--- config.mk ---
export PLATFORM = sky130hd
export DESIGN_NAME = seq_signed_divider
export DESIGN_NICKNAME = d
export VERILOG_FILES = /design/src/rtl/divider_pkg.sv /design/src/rtl/div_step.sv /design/src/rtl/seq_signed_divider.sv
export SDC_FILE = /design/constraint.sdc
export NUM_CORES = 1
export LEC_CHECK = 0
export CORE_MARGIN = 5
export CORE_UTILIZATION = 45
export CTS_BUF_LIST = sky130_fd_sc_hd__clkbuf_2 sky130_fd_sc_hd__clkbuf_4 sky130_fd_sc_hd__clkbuf_8
export DETAILED_ROUTE_END_ITERATION = 10
export DONT_BUFFER_PORTS = 1
export PLACE_DENSITY_LB_ADDON = 0.1
export SLEW_MARGIN = 5
export SYNTH_ARGS = -nofsm -noshare
export SYNTH_HDL_FRONTEND = slang
export SYNTH_HIERARCHICAL = 1
export SYNTH_SLANG_ARGS = --single-unit
--- constraint.sdc ---
create_clock -name clk -period 2.4 [get_ports clk]
set_input_delay 0.48 -clock clk [delete_from_list [all_inputs] [get_ports clk]]
set_output_delay 0.48 -clock clk [all_outputs]
set_load 0.05 [all_outputs]
--- src/rtl/divider_pkg.sv ---
// Shared types and magnitude helpers for the iterative signed divider.
// Helpers work on a 64-bit word; callers size-cast results back to their own width.
package divider_pkg;

    typedef enum logic [1:0] {
        IDLE,
        CALC,
        FIX
    } state_t;

    localparam int DEF_WIDTH = 8;
    localparam int DEF_CNT_W = $clog2(DEF_WIDTH);
    localparam int MAX_W     = 64;

    typedef logic [MAX_W-1:0] word_t;

    function automatic word_t neg(input word_t x);
        return ~x + word_t'(1);
    endfunction

    // Argument must already be sign-extended to MAX_W bits.
    function automatic word_t abs_val(input word_t x);
        return x[MAX_W-1] ? neg(x) : x;
    endfunction

endpackage

--- src/rtl/div_step.sv ---
// One restoring shift-subtract iteration on unsigned magnitudes.
// Latency: combinational. Backpressure: none, purely combinational.
module div_step
    import divider_pkg::*;
#(
    parameter int WIDTH = DEF_WIDTH
) (
    input  logic [WIDTH-1:0] rem,
    input  logic             dvd_bit,
    input  logic [WIDTH-1:0] dsr,
    output logic [WIDTH-1:0] rem_next,
    output logic             q_bit
);

    logic [WIDTH:0] shifted;
    logic [WIDTH:0] dsr_ext;

    assign shifted = {rem, dvd_bit};
    assign dsr_ext = {1'b0, dsr};
    assign q_bit   = (shifted >= dsr_ext);

    // rem stays below dsr, so the shifted value always fits back into WIDTH bits.
    always_comb begin
        rem_next = shifted[WIDTH-1:0];
        if (q_bit) begin
            rem_next = WIDTH'(shifted - dsr_ext);
        end
    end

endmodule

--- src/rtl/seq_signed_divider.sv ---
// Iterative signed divider: truncating quotient, remainder with dividend sign.
// Latency: WIDTH+1 cycles from accepted start to done (1 cycle for divide by zero).
// Backpressure: start is ignored while busy; results held until the next done.
module seq_signed_divider
    import divider_pkg::*;
#(
    parameter int WIDTH = DEF_WIDTH
) (
    input  logic             clk,
    input  logic             rst,
    input  logic             start,
    input  logic [WIDTH-1:0] dividend,
    input  logic [WIDTH-1:0] divisor,
    output logic             busy,
    output logic             done,
    output logic [WIDTH-1:0] quotient,
    output logic [WIDTH-1:0] remainder,
    output logic             div_by_zero
);

    localparam int CNT_W = $clog2(WIDTH);

    state_t             state_q, state_d;
    logic [CNT_W-1:0]   cnt_q, cnt_d;
    logic [WIDTH-1:0]   dvd_q, dvd_d;
    logic [WIDTH-1:0]   dsr_q, dsr_d;
    logic [WIDTH-1:0]   rem_q, rem_d;
    logic               dvd_neg_q, dvd_neg_d;
    logic               dsr_neg_q, dsr_neg_d;
    logic               zero_q, zero_d;
    logic               busy_d, done_d, dbz_d;
    logic [WIDTH-1:0]   quot_d, remo_d;

    logic [WIDTH-1:0]   step_rem;
    logic               step_q;
    word_t              dvd_ext, dsr_ext;
    logic [WIDTH-1:0]   dvd_abs, dsr_abs;
    logic [WIDTH-1:0]   rem_mag, q_fix, r_fix;

    div_step #(.WIDTH(WIDTH)) u_step (
        .rem      (rem_q),
        .dvd_bit  (dvd_q[WIDTH-1]),
        .dsr      (dsr_q),
        .rem_next (step_rem),
        .q_bit    (step_q)
    );

    // Magnitude of the most-negative value is 2^(WIDTH-1), which still fits unsigned.
    assign dvd_ext = word_t'(signed'(dividend));
    assign dsr_ext = word_t'(signed'(divisor));
    assign dvd_abs = WIDTH'(abs_val(dvd_ext));
    assign dsr_abs = WIDTH'(abs_val(dsr_ext));

    // dvd_q has become the quotient magnitude by FIX; on divide by zero it still holds |dividend|.
    assign rem_mag = zero_q ? dvd_q : rem_q;
    assign q_fix   = (dvd_neg_q ^ dsr_neg_q) ? WIDTH'(neg(word_t'(dvd_q))) : dvd_q;
    assign r_fix   = dvd_neg_q ? WIDTH'(neg(word_t'(rem_mag))) : rem_mag;

    always_comb begin
        state_d   = state_q;
        cnt_d     = cnt_q;
        dvd_d     = dvd_q;
        dsr_d     = dsr_q;
        rem_d     = rem_q;
        dvd_neg_d = dvd_neg_q;
        dsr_neg_d = dsr_neg_q;
        zero_d    = zero_q;
        busy_d    = busy;
        done_d    = 1'b0;
        quot_d    = quotient;
        remo_d    = remainder;
        dbz_d     = div_by_zero;

        case (state_q)
            IDLE: begin
                if (start) begin
                    dvd_d     = dvd_abs;
                    dsr_d     = dsr_abs;
                    rem_d     = '0;
                    dvd_neg_d = dividend[WIDTH-1];
                    dsr_neg_d = divisor[WIDTH-1];
                    zero_d    = (divisor == '0);
                    cnt_d     = '0;
                    busy_d    = 1'b1;
                    state_d   = (divisor == '0) ? FIX : CALC;
                end
            end
            CALC: begin
                rem_d = step_rem;
                dvd_d = {dvd_q[WIDTH-2:0], step_q};
                cnt_d = cnt_q + CNT_W'(1);
                if (cnt_q == CNT_W'(WIDTH - 1)) begin
                    state_d = FIX;
                end
            end
            FIX: begin
                quot_d  = zero_q ? '1 : q_fix;
                remo_d  = r_fix;
                dbz_d   = zero_q;
                done_d  = 1'b1;
                busy_d  = 1'b0;
                state_d = IDLE;
            end
            default: state_d = IDLE;
        endcase
    end

    always_ff @(posedge clk or posedge rst) begin
        if (rst) begin
            state_q     <= IDLE;
            cnt_q       <= '0;
            dvd_q       <= '0;
            dsr_q       <= '0;
            rem_q       <= '0;
            dvd_neg_q   <= 1'b0;
            dsr_neg_q   <= 1'b0;
            zero_q      <= 1'b0;
            busy        <= 1'b0;
            done        <= 1'b0;
            quotient    <= '0;
            remainder   <= '0;
            div_by_zero <= 1'b0;
        end else begin
            state_q     <= state_d;
            cnt_q       <= cnt_d;
            dvd_q       <= dvd_d;
            dsr_q       <= dsr_d;
            rem_q       <= rem_d;
            dvd_neg_q   <= dvd_neg_d;
            dsr_neg_q   <= dsr_neg_d;
            zero_q      <= zero_d;
            busy        <= busy_d;
            done        <= done_d;
            quotient    <= quot_d;
            remainder   <= remo_d;
            div_by_zero <= dbz_d;
        end
    end

endmodule
==> results of run 1 <==
[routing by layer]
layer  track usage  wire length (um)  vias to the layer above
met5             0                 0                        -
met4        0.0462                93                        0
met3        0.0391               316                        8
met2         0.270              3180                       37
met1         0.243              3590                     1186
li1              -                 -                     1266
[cell families (layout without fill, tap and decap cells)]
family                     after synthesis  after routing  share of synthesized area
AOI/OAI and AO/OA                       83             83                      0.166
xor gates and xnor gates                24             24                     0.0636
adders and majority gates               15             15                     0.0590
buffers and inverters                   46             45                     0.0719
DFF                                     51             51                      0.386
muxes                                   17             17                     0.0575
and+or+nand+nor                        131            131                      0.196
[where the power goes]
part	switching, mW	internal, mW
clock network	0.301	0.233
logic	1.63	1.36
registers	0.874	1.24
[worst max-delay path, cell delays in order, from the launching register on]
cell and delay [ns]:
dfrtp_1 0.36, inv_1 0.06, ha_1 0.23, fa_1 0.42, nor2b_2 0.14, o31a_1 0.18
nor4_1 0.06, a311o_1 0.32, mux2_2 0.27, nand2_1 0.06, nand2_1 0.04
[cell usage after synthesis (3+ instances only)]
library cell  count  area share
nor2_1           25       0.028
mux2i_1          10       0.030
a31oi_1          10       0.019
buf_2            13       0.020
a22oi_1           5       0.011
clkbuf_1          3      0.0034
nand3_1          15       0.023
nand4_1           3      0.0057
a21o_1            3      0.0068
a21oi_1          14       0.021
ha_1             14       0.053
o21ai_0          29       0.044
nand2b_1          3      0.0057
o31ai_1           6       0.014
nand2_1          54       0.061
or3_1             3      0.0057
buf_6             3       0.010
dfrtp_1          51        0.39
inv_1            25       0.028
or3b_1            3      0.0079
xnor2_1          14       0.037
mux2_2            6       0.020
nor3_1            9       0.014
xor2_1           10       0.026
nor2b_1           4      0.0076
[sequential cells by signal, summed over array words and instances, names as in the netlist]
name / cells
quotient: 8
remainder: 8
busy: 1
dvd_q: 8
dvd_neg_q: 1
done: 1
dsr_neg_q: 1
zero_q: 1
cnt_q: 3
dsr_q: 8
div_by_zero: 1
state_q: 2
rem_q: 8
[path summary, 6_finish.rpt]
check,depth (start not counted),start,to
worst max-delay path,10,dvd_q[7],rem_q[6]
worst min-delay path,1,rst,remainder[7]
worst max register to register,10,dvd_q[7],rem_q[6]
worst min register to register,2,dsr_q[3],dsr_q[3]
max in group asynchronous,2,rst,rem_q[2]
min in group clk,2,divisor[7],dsr_neg_q
[layout make-up]
| cell class | count | area, um2 | share of cell area |
|---|---|---|---|
| sequential | 51 | 1280 | 0.366 |
| timing repair buffer | 13 | 110 | 0.0315 |
| tap | 99 | 124 | 0.0355 |
| inverter | 25 | 93.8 | 0.0269 |
| clock buffer | 6 | 82.6 | 0.0237 |
| clock inverter | 1 | 8.76 | 0.00251 |
| multi-input combinational | 270 | 1800 | 0.514 |
[through the flow]
step / util / setup WS (ns) / cells / cell area [um2]
2_1_floorplan: - / 0.262 / 367 / 3310
3_3_place_gp: 0.471 / 0.212 / 458 / 3400
3_5_place_dp: 0.471 / 0.165 / 458 / 3400
4_1_cts: 0.484 / 0.139 / 465 / 3490
5_1_grt: 0.484 / 0.0146 / 465 / 3490
6_report: 0.484 / 0.166 / 465 / 3490
==> reports/qor.tcl, run 1 <==
set qor(whs_ns) 0.0546
set qor(final_gp_congestion) 0.861
set qor(fill_cells) 721
set qor(row_cnt) 31
set qor(critical_path_required_ns) 2.60
set qor(dr.pass1.iters) 6
set qor(dieArea_mm2) 0.00916
set qor(power.ir.vdd_worst_uv) 615
set qor(floorplan.die.height_um) 95.7
set qor(clkSlewWorstSetupHoldPaths_ns) 0.10
set qor(max-cap-violations) 0
set qor(finalHoldViolations) 0
set qor(floorplan.die.width_um) 95.7
set qor(global_route.usage.total) 0.173
set qor(cts_buffer_depth) 2
set qor(post_route_cells_drive_above_1_share) 0.117
set qor(worstSetupEndpointType) {register}
set qor(detail_route.wirelength_um) 7190
set qor(timing.setup.tns_ns) 0
set qor(ctsResizeCount) 0
set qor(powerDensity_mw_per_mm2) 1620
set qor(average_wire_per_standard_cell_um) 15.5
set qor(crit_path_max_fanout) 3
set qor(io_buffers) 0
set qor(nNetsFinal) 400
set qor(clock-sinks) 51
set qor(report.power.total_mw) 5.65
set qor(grt_overflow_total) 0
set qor(initial_utilization) 0.458
set qor(flop_and_latch_count_out_of_synthesis) 51
set qor(tritoncts_buffers) 5
set qor(tritoncts) {done}
set qor(cts_hold_buffers) 0
set qor(drt_iter0_drc) 135
set qor(drv_slew) 0
set qor(dr_total_vias) 2497
set qor(area_growth_pct) 5.56
set qor(crit_arrival_ns) 2.44
set qor(outcome) {complete, no violations}
set qor(vias_in_the_first_global_route) 2543
set qor(ys_dominant_reg_cell) {dfrtp_1}
set qor(core_region_area_mm2) 0.00721
set qor(remaining_drc_errors) 0
set qor(cts_setup_buffers) 0
set qor(skew_ns) 0.00731
set qor(synth_cell_type_count) 53
set qor(max_freq_mhz) 448
set qor(synth-warning-count) 6
set qor(criticalPathCategory) {register to register}
set qor(setup_viol) 0
set qor(synth.cell_area_mm2) 0.00331
set qor(clk_latency_ns) 0.31
set qor(synth_nets) 401
set qor(final_period_minus_worst_setup_slack_ns) 2.23
set qor(n_antenna_cell) 0
set qor(grt_first_pass_wirelength_um) 12300
set qor(power.leakage_nw) 1.55
set qor(worst_setup_path_start_kind) {register}
set qor(vias_per_cell) 5.37
set qor(reg2reg_setup_slack_ns) 0.17
set qor(max_slew.worst_pin.slew_ns) 0.635
set qor(synth-seq-area-share) 0.386
set qor(synthCells) 367
set qor(synthesis.area_per_instance_um2) 9.01
set qor(dp_hpwl_um) 5530
set qor(h-tree-depth) 2
set qor(slew_headroom) 0.576
set qor(antenna_violation_net_count_after_detailed_routing) 0
set qor(final_common_cell) {nand2_1}
set qor(ioPinCount) 38
set qor(cts_root_buf) {clkbuf_8}
set qor(grt_setup_unrepaired) {no}
set qor(finalCritPeriodShare) 0.931
set qor(number_of_antenna_violations_at_the_first_check_in_global_routing) 0
set qor(synthArstFlopShare) 1.00
set qor(hold_class) {primary input to async pin}
set qor(layout_common_cells) {54 x nand2_1, 51 x dfrtp_1, 29 x o21ai_0, 25 x nor2_1, 24 x inv_1}
set qor(synth_enable_flop_cells) 0
set qor(grt_max_degree) 32
Note: power is estimated with default switching activity, not from simulation.
==> inputs of run 2 (changes only) <==
--- a/config.mk
+++ b/config.mk
@@ -5,9 +5,12 @@
 export SDC_FILE = /design/constraint.sdc
 export NUM_CORES = 1
 export LEC_CHECK = 0
+export CELL_PAD_IN_SITES_DETAIL_PLACEMENT = 0
+export CELL_PAD_IN_SITES_GLOBAL_PLACEMENT = 2
 export CORE_MARGIN = 5
-export CORE_UTILIZATION = 45
+export CORE_UTILIZATION = 41
 export CTS_BUF_LIST = sky130_fd_sc_hd__clkbuf_2 sky130_fd_sc_hd__clkbuf_4 sky130_fd_sc_hd__clkbuf_8
+export CTS_CLUSTER_DIAMETER = 200
 export DETAILED_ROUTE_END_ITERATION = 10
 export DONT_BUFFER_PORTS = 1
 export PLACE_DENSITY_LB_ADDON = 0.1
==> run 2 against run 1 <==
- global-route usage down 0.69 points
- flip-flop and latch count is the same
- via count is 0.40% lower
- final cell count up 1.1%
- non-clock buffer count up 1
- critical endpoint unchanged
- largest cell class unchanged
==> reports/qor.tcl, run 2 (synthesis gave the netlist of run 1 again) <==
set qor(outcome) {complete, no violations} ;# unchanged
set qor(skew_ns) 0.00541 ;# was 0.00731 ns
set qor(antenna_violation_net_count_after_detailed_routing) 0 ;# unchanged
set qor(worst-path-buf-inv) 1 ;# unchanged
set qor(grt_setup_unrepaired) {no} ;# unchanged
set qor(max_slew.worst_pin.slew_ns) 0.693 ;# was 0.635 ns
set qor(finalCritPeriodShare) 0.923 ;# was 0.931
set qor(crit_path_max_fanout) 3 ;# unchanged
set qor(clock-sinks) 51 ;# unchanged
set qor(core_region_area_mm2) 0.00781 ;# was 0.00721 mm2
set qor(power.leakage_nw) 1.55 ;# about the same
set qor(global_route.usage.total) 0.167 ;# was 0.173
set qor(number_of_antenna_violations_at_the_first_check_in_global_routing) 0 ;# unchanged
set qor(timing.rr.start) {dvd_q[7]} ;# unchanged
set qor(final_gp_congestion) 0.761 ;# was 0.861
set qor(average_wire_per_standard_cell_um) 16.4 ;# was 15.5 um
set qor(finalHoldViolations) 0 ;# unchanged
set qor(cp_common_cell) {nand2_1} ;# unchanged
set qor(drt_iter0_drc) 94 ;# was 135
set qor(dr_total_vias) 2487 ;# was 2497
set qor(criticalPathCategory) {register to register} ;# unchanged
set qor(vias_per_cell) 5.29 ;# was 5.37
set qor(crit_path_max_incr_delay_ns) 0.42 ;# about the same
set qor(floorplan.die.width_um) 99.8 ;# was 95.7 um
set qor(power.ir.vdd_worst_uv) 557 ;# was 615 uV
set qor(clkSlewWorstSetupHoldPaths_ns) 0.10 ;# about the same
set qor(ioPinCount) 38 ;# unchanged
set qor(grt_first_pass_wirelength_um) 13300 ;# was 12300 um
set qor(layout_common_cells) {54 x nand2_1, 51 x dfrtp_1, 29 x o21ai_0, 25 x nor2_1, 24 x inv_1} ;# unchanged
set qor(area_growth_pct) 5.75 ;# was 5.56%
set qor(final_period_minus_worst_setup_slack_ns) 2.21 ;# was 2.23 ns
set qor(hold_class) {primary input to async pin} ;# unchanged
set qor(crit_arrival_ns) 2.42 ;# was 2.44 ns
set qor(h-tree-depth) 2 ;# unchanged
set qor(worst_setup_path_start_kind) {register} ;# unchanged
set qor(io_buffers) 0 ;# unchanged
set qor(critical-path-top-delay-family) {adder cells} ;# unchanged
set qor(max-cap-violations) 0 ;# unchanged
set qor(critical_path.reg2reg.endpoint) {rem_q[6]} ;# unchanged
set qor(whs_ns) 0.0463 ;# was 0.0546 ns
set qor(powerDensity_mw_per_mm2) 1620 ;# about the same
set qor(drv_slew) 0 ;# unchanged
set qor(n_antenna_cell) 0 ;# unchanged
set qor(dr.pass1.iters) 4 ;# was 6
set qor(critical_path_required_ns) 2.60 ;# about the same
set qor(floorplan.die.height_um) 99.8 ;# was 95.7 um
set qor(slew_headroom) 0.538 ;# was 0.576
set qor(grt_max_degree) 31 ;# was 32
set qor(vias_in_the_first_global_route) 2569 ;# was 2543
set qor(worstSetupEndpointType) {register} ;# unchanged
set qor(post_route_cells_drive_above_1_share) 0.122 ;# was 0.117
set qor(timing.setup.tns_ns) 0 ;# unchanged
set qor(max_freq_mhz) 451 ;# was 448 MHz
set qor(dieArea_mm2) 0.00996 ;# was 0.00916 mm2
set qor(detail_route.wirelength_um) 7690 ;# was 7190 um
set qor(row_cnt) 32 ;# was 31
set qor(tritoncts) {done} ;# unchanged
set qor(cts_buffer_depth) 2 ;# unchanged
set qor(nNetsFinal) 401 ;# was 400
set qor(crit_slowest_cell) {fa_1} ;# unchanged
set qor(tritoncts_buffers) 5 ;# unchanged
set qor(r2r_cells) 10 ;# unchanged
set qor(grt_overflow_total) 0 ;# unchanged
set qor(initial_utilization) 0.424 ;# was 0.458
set qor(crit_path_cell_trace) {inv_1, ha_1, fa_1, nor2b_2, o31a_1, nor4_1, a311o_1, mux2_2, nand2_1, nand2_1} ;# unchanged
set qor(remaining_drc_errors) 0 ;# unchanged
set qor(critPathLaunch) {dvd_q[7]} ;# unchanged
set qor(setup_viol) 0 ;# unchanged
set qor(dp_hpwl_um) 5900 ;# was 5530 um
set qor(cts_root_buf) {clkbuf_8} ;# unchanged
set qor(cts_hold_buffers) 0 ;# unchanged
set qor(final_common_cell) {nand2_1} ;# unchanged
set qor(clk_latency_ns) 0.31 ;# about the same
set qor(reg2reg_setup_slack_ns) 0.19 ;# was 0.17 ns
==> run 2: changes by cell type in the layout (fill, tap and decap cells not counted) <==
cell	delta
buf_12	-1
buf_4	+2
clkinv_4	+1
clkinvlp_4	+1
inv_6	-1
==> run 2: layout make-up <==
cell class                 count  area, um2
fill                         805       4310
tap                          102        128
clock buffer                   6       82.6
inverter                      25       93.8
multi-input combinational    270       1800
clock inverter                 2       16.3
sequential                    51       1280
timing repair buffer          14        105
==> run 2: power breakdown <==
| group | internal, mW | leakage (nW) | total, mW | switching, mW |
|---|---|---|---|---|
| registers | 1.24 | 0.634 | 2.13 | 0.884 |
| logic | 1.37 | 0.869 | 3.00 | 1.64 |
| clock network | 0.236 | 0.0474 | 0.539 | 0.303 |
==> run 2: how the worst max path moves through the flow <==
stage | endpoint | slack (ns) | cells past startpoint
after floorplan | rem_q[6] | 0.26 | 10
after detailed placement | rem_q[6] | 0.18 | 10
after global placement | rem_q[6] | 0.21 | 10
final | rem_q[6] | 0.19 | 10
after CTS | rem_q[6] | 0.16 | 10
after global routing | rem_q[6] | 0.04 | 10
==> run 2: per-layer routing <==
layer  wire length, um  share of wire  track usage  vias up
met1              3850           0.50        0.236     1165
met2              3440           0.45        0.262       47
met5                 0              0            0        -
li1                  -              -            -     1270
met4                68         0.0088       0.0378        0
met3               323          0.042       0.0354        5
==> run 2: per-stage QoR <==
stage	setup WS [ns]	area, um2	total power [mW]	utilization	std cells
after floorplan	0.262	3310	4.49	-	367
after global placement	0.212	3390	5.11	0.434	461
after detailed placement	0.177	3390	5.15	0.434	461
after CTS	0.159	3490	5.71	0.447	469
after global routing	0.0361	3500	6.25	0.448	470
final	0.185	3500	5.67	0.448	470
==> run 2: worst register-to-register path, delay by kind of cell, from the launching register on <==
kind	cells	cell delay, ns
DFF	1	0.36
AOI/OAI and AO/OA	2	0.50
muxes	1	0.26
buffers and inverters	1	0.06
adders and majority gates	2	0.65
and+or+nand+nor	4	0.31
==> run 2: what timing repair did <==
item	4_1_cts	5_1_grt
buffers inserted	0	1
gates resized for setup	0	1
endpoints found under the setup margin	0	1
==> inputs of run 3 (changes only) <==
--- a/config.mk
+++ b/config.mk
@@ -8,11 +8,10 @@
 export CELL_PAD_IN_SITES_DETAIL_PLACEMENT = 0
 export CELL_PAD_IN_SITES_GLOBAL_PLACEMENT = 2
 export CORE_MARGIN = 5
-export CORE_UTILIZATION = 41
+export CORE_UTILIZATION = 36
 export CTS_BUF_LIST = sky130_fd_sc_hd__clkbuf_2 sky130_fd_sc_hd__clkbuf_4 sky130_fd_sc_hd__clkbuf_8
 export CTS_CLUSTER_DIAMETER = 200
 export DETAILED_ROUTE_END_ITERATION = 10
-export DONT_BUFFER_PORTS = 1
 export PLACE_DENSITY_LB_ADDON = 0.1
 export SLEW_MARGIN = 5
 export SYNTH_ARGS = -nofsm -noshare
==> run 3 against run 2 <==
- clock-buffer cell count is 1 lower
- final area is 11% higher
- sequential power is 23% lower
- largest cell class unchanged
- combinational power is 27% higher
- power is 4.4% higher
- hold slack better by 0.43 ns
==> reports/qor.tcl, run 3 (synthesis gave the netlist of run 1 again) <==
set qor(critical-path-top-delay-family) {adder cells} ;# unchanged
set qor(outcome) {complete, no violations} ;# unchanged
set qor(max-cap-violations) 0 ;# unchanged
set qor(final_period_minus_worst_setup_slack_ns) 2.22 ;# was 2.21 ns
set qor(floorplan.die.height_um) 106 ;# was 99.8 um
set qor(max_freq_mhz) 450 ;# was 451 MHz
set qor(ioPinCount) 38 ;# unchanged
set qor(final_common_cell) {nand2_1} ;# unchanged
set qor(grt_first_pass_wirelength_um) 13400 ;# was 13300 um
set qor(clock-sinks) 51 ;# unchanged
set qor(global_route.usage.total) 0.146 ;# was 0.167
set qor(final_core_utilization) 0.427 ;# was 0.448
set qor(hold_class) {register to register} ;# was primary input to async pin
set qor(criticalPathCategory) {register to register} ;# unchanged
set qor(power.ir.vdd_worst_uv) 438 ;# was 557 uV
set qor(finalCritPeriodShare) 0.927 ;# was 0.923
set qor(worst_setup_path_start_kind) {register} ;# unchanged
set qor(layout_common_cells) {54 x nand2_1, 51 x dfrtp_1, 37 x clkdlybuf4s50_1, 29 x o21ai_0, 25 x nor2_1} ;# was 54 x nand2_1, 51 x dfrtp_1, 29 x o21ai_0, 25 x nor2_1, 24 x inv_1
set qor(number_of_antenna_violations_at_the_first_check_in_global_routing) 0 ;# unchanged
set qor(clkSlewWorstSetupHoldPaths_ns) 0.09 ;# was 0.10 ns
set qor(dr_total_vias) 2658 ;# was 2487
set qor(clk_latency_ns) 0.30 ;# was 0.31 ns
set qor(worst-path-buf-inv) 1 ;# unchanged
set qor(crit_slowest_cell) {fa_1} ;# unchanged
set qor(skew_ns) 0.00679 ;# was 0.00541 ns
set qor(crit_path_max_incr_delay_ns) 0.42 ;# about the same
set qor(final_gp_congestion) 0.823 ;# was 0.761
set qor(n_antenna_cell) 0 ;# unchanged
set qor(timing.setup.tns_ns) 0 ;# unchanged
set qor(setup_viol) 0 ;# unchanged
set qor(io_buffers) 37 ;# was 0
set qor(powerDensity_mw_per_mm2) 1520 ;# was 1620 mW/mm2
set qor(initial_utilization) 0.363 ;# was 0.424
set qor(grt_setup_unrepaired) {no} ;# unchanged
set qor(dp_hpwl_um) 6040 ;# was 5900 um
set qor(floorplan.die.width_um) 106 ;# was 99.8 um
set qor(dieArea_mm2) 0.0112 ;# was 0.00996 mm2
set qor(crit_path_cell_trace) {inv_1, ha_1, fa_1, nor2b_1, o31a_1, nor4_1, a311o_1, mux2_2, nand2_1, nand2_1} ;# was inv_1, ha_1, fa_1, nor2b_2, o31a_1, nor4_1, a311o_1, mux2_2, nand2_1, nand2_1
set qor(cts_buffer_depth) 2 ;# unchanged
set qor(worstSetupEndpointType) {register} ;# unchanged
set qor(drt_iter0_drc) 85 ;# was 94
set qor(cts_hold_buffers) 0 ;# unchanged
set qor(row_cnt) 35 ;# was 32
set qor(fill_cells) 955 ;# was 805
set qor(crit_path_max_fanout) 3 ;# unchanged
set qor(post_route_cells_drive_above_1_share) 0.111 ;# was 0.122
set qor(dr.pass1.iters) 6 ;# was 4
set qor(area_growth_pct) 17.6 ;# was 5.75%
set qor(max_slew.worst_pin.slew_ns) 0.636 ;# was 0.693 ns
set qor(cts_root_buf) {clkbuf_8} ;# unchanged
set qor(cts_setup_buffers) 0 ;# unchanged
set qor(crit_arrival_ns) 2.42 ;# about the same
set qor(slew_headroom) 0.576 ;# was 0.538
set qor(vias_in_the_first_global_route) 2685 ;# was 2569
set qor(h-tree-depth) 2 ;# unchanged
set qor(remaining_drc_errors) 0 ;# unchanged
set qor(vias_per_cell) 5.14 ;# was 5.29
set qor(nNetsFinal) 441 ;# was 401
set qor(tritoncts_buffers) 5 ;# unchanged
set qor(average_wire_per_standard_cell_um) 15.0 ;# was 16.4 um
set qor(tritoncts) {done} ;# unchanged
set qor(ctsResizeCount) 0 ;# unchanged
set qor(power.leakage_nw) 1.70 ;# was 1.55 nW
set qor(critical_path_required_ns) 2.59 ;# was 2.60 ns
set qor(core_region_area_mm2) 0.00911 ;# was 0.00781 mm2
set qor(grt_max_degree) 52 ;# was 31
set qor(finalHoldViolations) 0 ;# unchanged
set qor(detail_route.wirelength_um) 7770 ;# was 7690 um
set qor(drv_slew) 0 ;# unchanged
set qor(antenna_violation_net_count_after_detailed_routing) 0 ;# unchanged
set qor(grt_overflow_total) 0 ;# unchanged
set qor(cp_common_cell) {nand2_1} ;# unchanged
run 3: area by class of cell:
class / instances / area [um2] / area share
repair buffers: 54 / 510 / 0.131
clock buffers: 5 / 68.8 / 0.0177
inverters: 25 / 93.8 / 0.0241
multi-input cells: 270 / 1790 / 0.461
flip-flops and latches: 51 / 1280 / 0.328
clock inverters: 1 / 7.51 / 0.00193
well taps: 111 / 139 / 0.0357
run 3: path summary, 6_finish.rpt:
check | startpoint | cells after the start | slack [ns] | to
min in group asynchronous | rst | 3 | 0.55 | remainder[5]
min reg2reg | remainder[3] | 2 | 0.48 | remainder[3]
min | remainder[3] | 2 | 0.48 | remainder[3]
max in group asynchronous | rst | 3 | 1.62 | dsr_q[5]
max | dvd_q[7] | 10 | 0.18 | rem_q[6]
max reg2reg | dvd_q[7] | 10 | 0.18 | rem_q[6]
run 3: report_power, final:
part / internal (mW) / total [mW] / leakage [nW] / switching, mW
clock: 0.195 / 0.475 / 0.0361 / 0.281
sequential: 1.25 / 1.64 / 0.634 / 0.390
combinational: 1.62 / 3.80 / 1.03 / 2.19
total: 3.06 / 5.92 / 1.70 / 2.86
run 3: metrics by stage:
stage / setup WS, ns / total power, mW / area (um2) / hold WS [ns] / std cells
3_3_place_gp: 0.209 / 5.47 / 3810 / 0.461 / 511
2_1_floorplan: 0.262 / 4.49 / 3310 / 0.450 / 367
5_1_grt: 0.00642 / 6.48 / 3890 / 0.512 / 517
3_5_place_dp: 0.199 / 5.49 / 3810 / 0.469 / 511
4_1_cts: 0.164 / 5.99 / 3890 / 0.492 / 517
6_report: 0.176 / 5.92 / 3890 / 0.481 / 517
run 3: worst min-delay path: cells and delay by family, from the launching register on:
family	cells	cell delay (ns)
flops	1	0.35
compound gates	1	0.06
simple gates	1	0.04
run 3: per-layer routing:
metal / vias up / global-route usage / wire length, um
li1: 1362 / - / -
met1: 1263 / 0.211 / 4050
met2: 31 / 0.235 / 3510
met3: 2 / 0.0214 / 184
met4: 0 / 0.0250 / 31
met5: - / 0 / 0
